$ cat config.mk
export PLATFORM = sky130hd
export DESIGN_NAME = conv1d_frame_tx
export DESIGN_NICKNAME = d
export VERILOG_FILES = /design/src/rtl/conv_pkg.sv /design/src/rtl/conv1d_frame_tx_frame_bank.sv /design/src/rtl/conv1d_frame_tx.sv
export SDC_FILE = /design/constraint.sdc
export NUM_CORES = 1
export LEC_CHECK = 0
export ABC_AREA = 1
export BUFFER_PORTS_ARGS = -buffer_cell sky130_fd_sc_hd__buf_4
export CELL_PAD_IN_SITES_DETAIL_PLACEMENT = 0
export CELL_PAD_IN_SITES_GLOBAL_PLACEMENT = 1
export CORE_MARGIN = 4
export CORE_UTILIZATION = 52
export DETAILED_ROUTE_END_ITERATION = 8
export PLACE_DENSITY = 0.88
export SLEW_MARGIN = 20
export SYNTH_ARGS = -nofsm -noshare
export SYNTH_HDL_FRONTEND = slang
export SYNTH_HIERARCHICAL = 1
export SYNTH_SLANG_ARGS = --single-unit
$ cat constraint.sdc
create_clock -name clk_i -period 2.3 [get_ports clk_i]
set_clock_uncertainty 0.05 [all_clocks]
set_input_delay 0.23 -clock clk_i [delete_from_list [all_inputs] [get_ports clk_i]]
set_output_delay 0.23 -clock clk_i [all_outputs]
set_load 0.02 [all_outputs]
$ cat src/rtl/conv_pkg.sv
// Shared definitions for the conv1d frame interface: lane width, default
// frame geometry, the default vector type and the transmit FSM states.
package conv_pkg;

  localparam int BW              = 8;
  localparam int FRAME_SIZE_DEF  = 50;
  localparam int VECTOR_SIZE_DEF = 1;

  typedef logic signed [VECTOR_SIZE_DEF*BW-1:0] vec_t;

  typedef enum logic {
    TX_IDLE = 1'b0,
    TX_SEND = 1'b1
  } tx_state_e;

endpackage

$ cat src/rtl/conv1d_frame_tx_frame_bank.sv
// One frame bank: FRAME_SIZE entries, a single synchronous write port and a
// combinational read mux. Contents are deliberately left unreset.
module frame_bank
  import conv_pkg::*;
#(
  parameter int DEPTH = FRAME_SIZE_DEF,
  parameter int WIDTH = VECTOR_SIZE_DEF * BW
) (
  input  logic                       clk,
  input  logic                       wr_en,
  input  logic [$clog2(DEPTH)-1:0]   wr_addr,
  input  logic signed [WIDTH-1:0]    wr_data,
  input  logic [$clog2(DEPTH)-1:0]   rd_addr,
  output logic signed [WIDTH-1:0]    rd_data
);

  logic signed [WIDTH-1:0] mem [DEPTH];

  // Store the incoming vector at the current write slot.
  always_ff @(posedge clk) begin
    if (wr_en) begin
      mem[wr_addr] <= wr_data;
    end
  end

  assign rd_data = mem[rd_addr];

endmodule

$ cat src/rtl/conv1d_frame_tx.sv
// Transmit side of the conv1d frame interface. Two ping-pong banks: the
// writer fills one while the read FSM streams the other as a complete frame
// with valid/last/ready handshaking. Frames leave in the order they filled.
module conv1d_frame_tx
  import conv_pkg::*;
#(
  parameter int FRAME_SIZE  = FRAME_SIZE_DEF,
  parameter int VECTOR_SIZE = VECTOR_SIZE_DEF
) (
  input  logic                               clk_i,
  input  logic                               rst_i_n,
  input  logic signed [VECTOR_SIZE*BW-1:0]   data_i,
  input  logic                               valid_i,
  output logic                               ready_o,
  output logic signed [VECTOR_SIZE*BW-1:0]   data_o,
  output logic                               valid_o,
  output logic                               last_o,
  input  logic                               ready_i
);

  localparam int W  = VECTOR_SIZE * BW;
  localparam int AW = $clog2(FRAME_SIZE);
  localparam logic [AW-1:0] LAST_IDX = AW'(FRAME_SIZE - 1);

  logic [AW-1:0]   wr_idx;
  logic [AW-1:0]   rd_idx;
  logic            wr_bank;
  logic            rd_bank;
  logic            other_bank;
  logic [1:0]      full;
  logic [1:0]      bank_we;
  logic [1:0]      fill_done;
  logic [1:0]      release_mask;
  logic            accept;
  logic            xfer;
  logic            wr_last;
  logic            rd_last;
  logic signed [W-1:0] rd_data [2];
  tx_state_e       state;
  tx_state_e       state_next;

  assign ready_o    = ~full[wr_bank];
  assign accept     = valid_i & ready_o;
  assign xfer       = valid_o & ready_i;
  assign wr_last    = (wr_idx == LAST_IDX);
  assign rd_last    = (rd_idx == LAST_IDX);
  assign other_bank = ~rd_bank;

  assign bank_we[0] = accept & ~wr_bank;
  assign bank_we[1] = accept &  wr_bank;

  // A bank becomes full on the accept that writes its final slot.
  assign fill_done  = bank_we & {2{wr_last}};

  // The bank being read is released on the transfer of its last vector.
  assign release_mask[0] = xfer & rd_last & ~rd_bank;
  assign release_mask[1] = xfer & rd_last &  rd_bank;

  for (genvar b = 0; b < 2; b++) begin : g_bank
    frame_bank #(
      .DEPTH (FRAME_SIZE),
      .WIDTH (W)
    ) u_bank (
      .clk     (clk_i),
      .wr_en   (bank_we[b]),
      .wr_addr (wr_idx),
      .wr_data (data_i),
      .rd_addr (rd_idx),
      .rd_data (rd_data[b])
    );
  end

  // Write pointer: advance per accept, hop to the other bank after the last slot.
  always_ff @(posedge clk_i or negedge rst_i_n) begin
    if (!rst_i_n) begin
      wr_idx  <= '0;
      wr_bank <= 1'b0;
    end else if (accept) begin
      if (wr_last) begin
        wr_idx  <= '0;
        wr_bank <= ~wr_bank;
      end else begin
        wr_idx  <= wr_idx + AW'(1);
      end
    end
  end

  // Full flags: set and clear always target different banks, so OR then mask.
  always_ff @(posedge clk_i or negedge rst_i_n) begin
    if (!rst_i_n) begin
      full <= '0;
    end else begin
      full <= (full | fill_done) & ~release_mask;
    end
  end

  // Read pointer: advance per transfer, hop to the other bank after the last vector.
  always_ff @(posedge clk_i or negedge rst_i_n) begin
    if (!rst_i_n) begin
      rd_idx  <= '0;
      rd_bank <= 1'b0;
    end else if (xfer) begin
      if (rd_last) begin
        rd_idx  <= '0;
        rd_bank <= ~rd_bank;
      end else begin
        rd_idx  <= rd_idx + AW'(1);
      end
    end
  end

  // Read FSM state register.
  always_ff @(posedge clk_i or negedge rst_i_n) begin
    if (!rst_i_n) begin
      state <= TX_IDLE;
    end else begin
      state <= state_next;
    end
  end

  // Read FSM next state. A fill completing this very cycle counts as full, which
  // gives one-cycle latency from the completing write and keeps back-to-back
  // frames bubble-free when the next frame finishes alongside the current one.
  always_comb begin
    state_next = state;
    case (state)
      TX_IDLE: begin
        if (full[rd_bank] | fill_done[rd_bank]) begin
          state_next = TX_SEND;
        end
      end
      TX_SEND: begin
        if (xfer && rd_last) begin
          state_next = (full[other_bank] | fill_done[other_bank]) ? TX_SEND : TX_IDLE;
        end
      end
      default: state_next = TX_IDLE;
    endcase
  end

  // Read FSM outputs. While stalled nothing feeding these changes, so they hold.
  always_comb begin
    valid_o = 1'b0;
    last_o  = 1'b0;
    data_o  = '0;
    if (state == TX_SEND) begin
      valid_o = 1'b1;
      last_o  = rd_last;
      data_o  = rd_data[rd_bank];
    end
  end

endmodule
==> impl_metrics.csv, run 1 <==
group,metric,value,unit
detailed_routing,viasPerCell,5.83,
detailed_routing,routedWlPerCell,22.6,µm
outcome,violations,"setup timing",
detailed_routing,drt_iter0_drc,3181,
grt,grt_pass1_vias,23200,
detailed_routing,dr.pass1.iters,8,
grt,grt_max_degree,101,
layout,drive_gt1_share,16.5,%
worst_setup_path,startpoint_type,"flop",
layout,regArea,24500,µm²
floorplanning,die_height,264,µm
logic_synthesis,synth_nets,2989,
floorplanning,ios,23,
floorplanning,start_util,52.7,%
cts,numCtsBuffers,83,
worst_setup_path,critPathArrivalTime,2.90,ns
floorplanning,core-area,64700,µm²
timing,setup_tns,-7.15,ns
timing,period_share,138,%
floorplanning,std_cell_rows,93,
timing,finalHoldViolCount,0,
outcome,outcome,"finished, violations left",
timing,slew_headroom,41.0,%
hold_path,min_path_type,"in -> reg",
logic_synthesis,yosysWarnings,6,
grt,grt_usage,25.5,%
cts,clk_pin_slew,0.06,ns
timing,tightest_slew,0.882,ns
logic_synthesis,ys_seq_area_share,71.7,%
detailed_routing,via_count,23800,
cts,clockBufferDepth,3,
detailed_routing,routed_wl,92400,µm
cts,tritoncts,"yes",
cts,clk_latency,0.63,ns
logic_synthesis,async_flop_share,2.08,%
worst_setup_path,path_class,"reg -> out",
worst_setup_path,crit_fanout,5,
logic_synthesis,synth.distinct_cells,34,
worst_setup_path,crit_required,2.02,ns
worst_setup_path,end_kind,"output port",
pwr,power.density,1270,nW/µm²
logic_synthesis,syn_inst,2973,
logic_synthesis,ys.flop_type,"edfxtp_1",
place,place_ws,-0.327,ns
logic_synthesis,syn-cell-area,34100,µm²
cts,ctsHtreeMaxLevel,3,
logic_synthesis,ys_ff_latch,817,
layout,fillCellCount,4744,
logic_synthesis,yosysTopAreaCellShare,70.4,%
timing,period_needed,3.18,ns
timing,worst_slack,-0.882,ns
detailed_routing,remaining_drc_errors,0,
logic_synthesis,synth_area_leaders,"edfxtp_1 70%, nand2_1 9.2%, nand3_1 8.1%, nor2_1 3.5%, buf_6 1.3%",
floorplanning,die_area,69800,µm²
timing,rsz0062_at_grt,"yes",
layout,multi_input_area,8900,µm²
grt,grt.overflow.total,0,
cts,clock-sinks,817,
floorplanning,fp.dieW,264,µm
pwr,power_leakage,15.1,nW
layout,area_delta_synth_final,20.0,%
grt,grt_pass1_wl,137000,µm
place,io_buffers,22,
timing,slew_viol_final,0,
pwr,ir_worst_vdd,951,µV
detailed_routing,route.antenna.remaining_nets,0,
timing,setup-violations-final,9,
logic_synthesis,avgSynthCellArea,11.5,µm²
place,gp_congestion,0.899,
timing,fmax,314,MHz
layout,antennaDiodeCount,0,
cts,cts_root_buf,"clkbuf_16",
grt,antenna_found_initial,0,
layout,num-nets-final,3181,
run,cap_violations,0,
place,dpl.hpwl,52700,µm
logic_synthesis,synth_edf_count,800,
logic_synthesis,synth_top_area_cell,"edfxtp_1",
[report_power, final]
group	total, mW	internal [mW]	leakage [nW]	switching [mW]
Clock	13.3	7.79	1.29	5.48
Combinational	21.5	8.06	6.39	13.5
Sequential	17.2	16.8	7.41	0.414
Total	52.0	32.6	15.1	19.4
[flip-flops by register name, summed over array words and instances, names as in the netlist]
name / cells
full: 2
g_bank.u_bank/mem: 800
wr_idx: 6
rd_bank: 1
wr_bank: 1
state: 1
rd_idx: 6
[per-stage QoR]
stage | power, mW | utilization, % | instances | hold slack [ns] | instance area, µm²
global placement | 34.5 | 56.4 | 3894 | 0.0709 | 36500
CTS | 49.7 | 61.8 | 4063 | 0.0570 | 40000
detailed placement | 34.8 | 56.4 | 3894 | 0.0713 | 36500
finish | 52.0 | 63.3 | 4083 | 0.0670 | 40900
global route | 54.3 | 63.3 | 4083 | 0.0743 | 40900
floorplan | 28.3 | - | 2973 | -0.116 | 34100
[routing by layer]
metal,GRT usage [%],part of all wire (%)
met1,33.6,38
met2,42.9,50
met3,3.73,8.2
met4,10.3,4.1
met5,0,0
[area by class of cell]
cell class / count / area share (%)
clock buffer: 104 / 5.37
timing repair buffer: 276 / 8.57
inverter: 66 / 0.746
sequential: 817 / 59.7
tap: 855 / 2.61
clock inverter: 44 / 1.16
timing repair inverter: 2 / 0.0672
multi-input combinational: 1919 / 21.7
[repair_timing]
action	in CTS	in global routing
buffers inserted	3	1
resized for setup	95	129
pin swaps	23	54
endpoints found under the setup margin	9	9
cloned	12	20
endpoints found under the hold margin	36	0
hold buffers	6	0
[cells in the mapped netlist (all sizes together) (4+ instances only)]
cell and n:
nand3 553, clkbuf 28, o211ai 12, a21oi 38, ha 4, nor3 18, buf 143, inv 66
nand2 840, nor2 328, edfxtp 800, o21ai 113, nand4 7, dfrtp 17
[critical path, stage by stage, from the launching register on]
cell	delay, ns
dfrtp_4	0.51
clkbuf_16	0.23
clkbuf_16	0.19
clkbuf_16	0.14
nand2_1	0.05
nand3_1	0.09
nand3_1	0.12
nand2_2	0.11
nand2_1	0.07
nand3_2	0.11
nand3_1	0.10
nand2_2	0.14
nor2_2	0.05
nor2_2	0.21
buf_6	0.15
[cells in the final DEF (no fill, tap or decap), types with 19 or more instances in the layout]
| cell type | instances |
|---|---|
| buf_12 | 40 |
| nand2_2 | 27 |
| a21oi_1 | 38 |
| clkbuf_1 | 19 |
| o21ai_1 | 36 |
| nand2_1 | 807 |
| buf_4 | 170 |
| o21ai_0 | 73 |
| buf_16 | 22 |
| nand3_1 | 478 |
| edfxtp_1 | 800 |
| nand3_2 | 67 |
| nor2_1 | 303 |
| clkbuf_16 | 104 |
| inv_1 | 59 |
[path summary, 6_finish.rpt]
path	from	endpoint	slack, ns	depth (start not counted)
worst min-delay path	data_i[4]	g_bank[0].u_bank/mem[0][4]$_DFFE_PP_	0.07	1
max in group asynchronous	rst_i_n	rd_idx[0]$_DFFE_PN0N_	0.80	3
min in group asynchronous	rst_i_n	state$_DFF_PN0_	0.76	3
worst min register to register	full[0]$_DFF_PN0_	full[0]$_DFF_PN0_	0.52	2
worst max-delay path	rd_idx[0]$_DFFE_PN0N_	data_o[6]	-0.88	14
worst max register to register	wr_idx[2]$_DFFE_PN0N_	g_bank[0].u_bank/mem[7][0]$_DFFE_PP_	0.10	5
[logic make-up (layout without fill, tap and decap cells)]
logic type	Yosys count	in the layout	synth area share (%)
compound gates	167	167	2.56
xor+xnor	1	1	0.0257
fa+ha+maj	4	4	0.147
buf+inv	237	492	4.06
flops	817	817	71.7
simple gates	1747	1747	21.5
No activity file was read; power rests on OpenSTA's default activity.
==> inputs of run 2 (changes only) <==
TNS_END_PERCENT = 30   (was default)
==> run 2 against run 1 <==
Effect of this change: setup slack worse by 0.0042 ns; clock power about the same; first-iteration DRC count down 6.2%; utilization down 0.50 points; register-to-register slack about the same; non-clock buffer count down 3; power down 1.5%; the flow still finishes with violations (setup timing); wire length down 1.7%.
==> impl_metrics.csv, run 2 (synthesis results as in run 1) <==
group,metric,value,unit
outcome,outcome,"finished, violations left",
hold_path,whs_endpoint,"g_bank[0].u_bank/mem[1][4]$_DFFE_PP_",
timing,period_share,139,%
timing,setup-violations-final,9,
grt,grt_usage,25.5,%
cts,tritoncts,"yes",
layout,layout.cells.non_filler,4080,
grt,grt_max_degree,101,
pwr,power.density,1260,nW/µm²
worst_setup_path,critPathArrivalTime,2.91,ns
worst_setup_path,reg2reg_from,"wr_idx[2]$_DFFE_PN0N_",
layout,fillCellCount,4795,
place,place_inst,3894,
layout,area_delta_synth_final,19.1,%
layout,largest_reg_flops,800,
timing,rsz0062_at_grt,"yes",
worst_setup_path,end_kind,"output port",
pwr,ir_worst_vdd,954,µV
place,dpl.hpwl,52700,µm
pwr,power,51.2,mW
cts,clockBufferDepth,3,
worst_setup_path,rrSetupSlack,0.09,ns
timing,finalHoldViolCount,0,
layout,layout_common_cells,"816 x nand2_1, 800 x edfxtp_1, 488 x nand3_1",
layout,largestRegisters,"g_bank.u_bank/mem x800, rd_idx x6, wr_idx x6",
place,gp_congestion,0.899,
floorplanning,ios,23,
floorplanning,core-area,64700,µm²
hold_path,hp-start,"data_i[4]",
cts,cts_root_buf,"clkbuf_16",
detailed_routing,drt_iter0_drc,2985,
cts,clk_latency,0.63,ns
detailed_routing,viasPerCell,5.81,
cts,clk_pin_slew,0.06,ns
detailed_routing,routedWlPerCell,22.3,µm
grt,antenna_found_initial,0,
detailed_routing,remaining_drc_errors,0,
hold_path,min_path_type,"in -> reg",
layout,drive_gt1_share,15.7,%
floorplanning,die_area,69800,µm²
detailed_routing,route.antenna.remaining_nets,0,
pwr,power_leakage,15.0,nW
worst_setup_path,crit_required,2.02,ns
worst_setup_path,r2r_cells,5,
grt,grt_pass1_wl,137000,µm
floorplanning,die_height,264,µm
place,place_ws,-0.327,ns
detailed_routing,routed_wl,90800,µm
grt,grt.overflow.total,0,
floorplanning,fp.dieW,264,µm
timing,slew_headroom,41.7,%
timing,worst_slack,-0.886,ns
grt,grt_pass1_vias,23200,
timing,period_needed,3.19,ns
detailed_routing,dr.pass1.iters,7,
timing,slew_viol_final,0,
worst_setup_path,crit_fanout,9,
place,io_buffers,22,
cts,ctsHtreeMaxLevel,3,
timing,fmax,314,MHz
layout,antennaDiodeCount,0,
floorplanning,std_cell_rows,93,
hold_path,holdPathStages,1,
worst_setup_path,r2r_end,"g_bank[0].u_bank/mem[7][0]$_DFFE_PP_",
layout,layout_commonest_cell,"nand2_1",
worst_setup_path,startpoint_type,"flop",
timing,timing.hold.ws,0.0610,ns
cts,clock-sinks,817,
outcome,violations,"setup timing",
layout,num-nets-final,3178,
worst_setup_path,path_class,"reg -> out",
timing,setup_tns,-7.37,ns
floorplanning,start_util,52.7,%
run,cap_violations,0,
layout,largest_register,"g_bank.u_bank/mem",
detailed_routing,via_count,23700,
timing,tightest_slew,0.871,ns
cts,numCtsBuffers,83,
==> run 2: metal layers <==
layer	track usage, %	share of wire, %
met1	33.6	38
met2	43.0	50
met3	3.69	8.2
met4	10.4	4.3
met5	0	0
==> run 2: timing repair <==
action | 4_1_cts | 5_1_grt
setup endpoints to repair | 9 | 9
pin swaps | 23 | 34
hold endpoints to repair | 36 | 0
gates cloned | 12 | 12
gates resized for setup | 97 | 86
hold buffers | 6 | 0
setup buffers | 3 | 6
==> run 2: worst max-delay path by stage <==
stage | startpoint | end | slack (ns)
after global placement | rd_idx[0]$_DFFE_PN0N_ | data_o[2] | -0.31
after global routing | rd_idx[0]$_DFFE_PN0N_ | data_o[6] | -0.96
after detailed placement | rd_idx[0]$_DFFE_PN0N_ | data_o[6] | -0.33
after CTS | rd_idx[0]$_DFFE_PN0N_ | data_o[0] | -0.85
final | rd_idx[0]$_DFFE_PN0N_ | data_o[2] | -0.89
after floorplan | rd_idx[2]$_DFFE_PN0N_ | data_o[6] | 0.29
==> run 2: layout make-up <==
cell class	count	area [µm²]	area share [%]
clock buffers	104	2200	5.41
clock inverters	44	475	1.17
inverters	66	295	0.727
multi-input cells	1919	8770	21.6
flip-flops and latches	817	24500	60.2
well taps	855	1070	2.63
repair buffers	273	3320	8.18
repair inverters	2	27.5	0.0678
==> run 2: power breakdown <==
| part | internal, mW | total, mW | switching, mW |
|---|---|---|---|
| clock network | 7.79 | 13.3 | 5.47 |
| registers | 16.8 | 17.2 | 0.398 |
| logic | 7.69 | 20.8 | 13.1 |
==> run 2: critical path, stage by stage, from the launching register on <==
cell and delay [ns]:
dfrtp_4 0.48, buf_12 0.23, buf_12 0.18, buf_12 0.14, buf_4 0.12, nand2_1 0.04
nand3_1 0.09, nand3_1 0.08, nand2_1 0.10, nand2_1 0.09, nand3_1 0.09, nand3_1 0.07
nand2_1 0.16, nor2_2 0.05, nor2_2 0.16, buf_4 0.17
==> run 2: through the flow <==
stage | cell area [µm²] | utilization, %
floorplan | 34100 | -
global placement | 36500 | 56.4
detailed placement | 36500 | 56.4
CTS | 40000 | 61.8
global route | 40600 | 62.8
finish | 40600 | 62.8
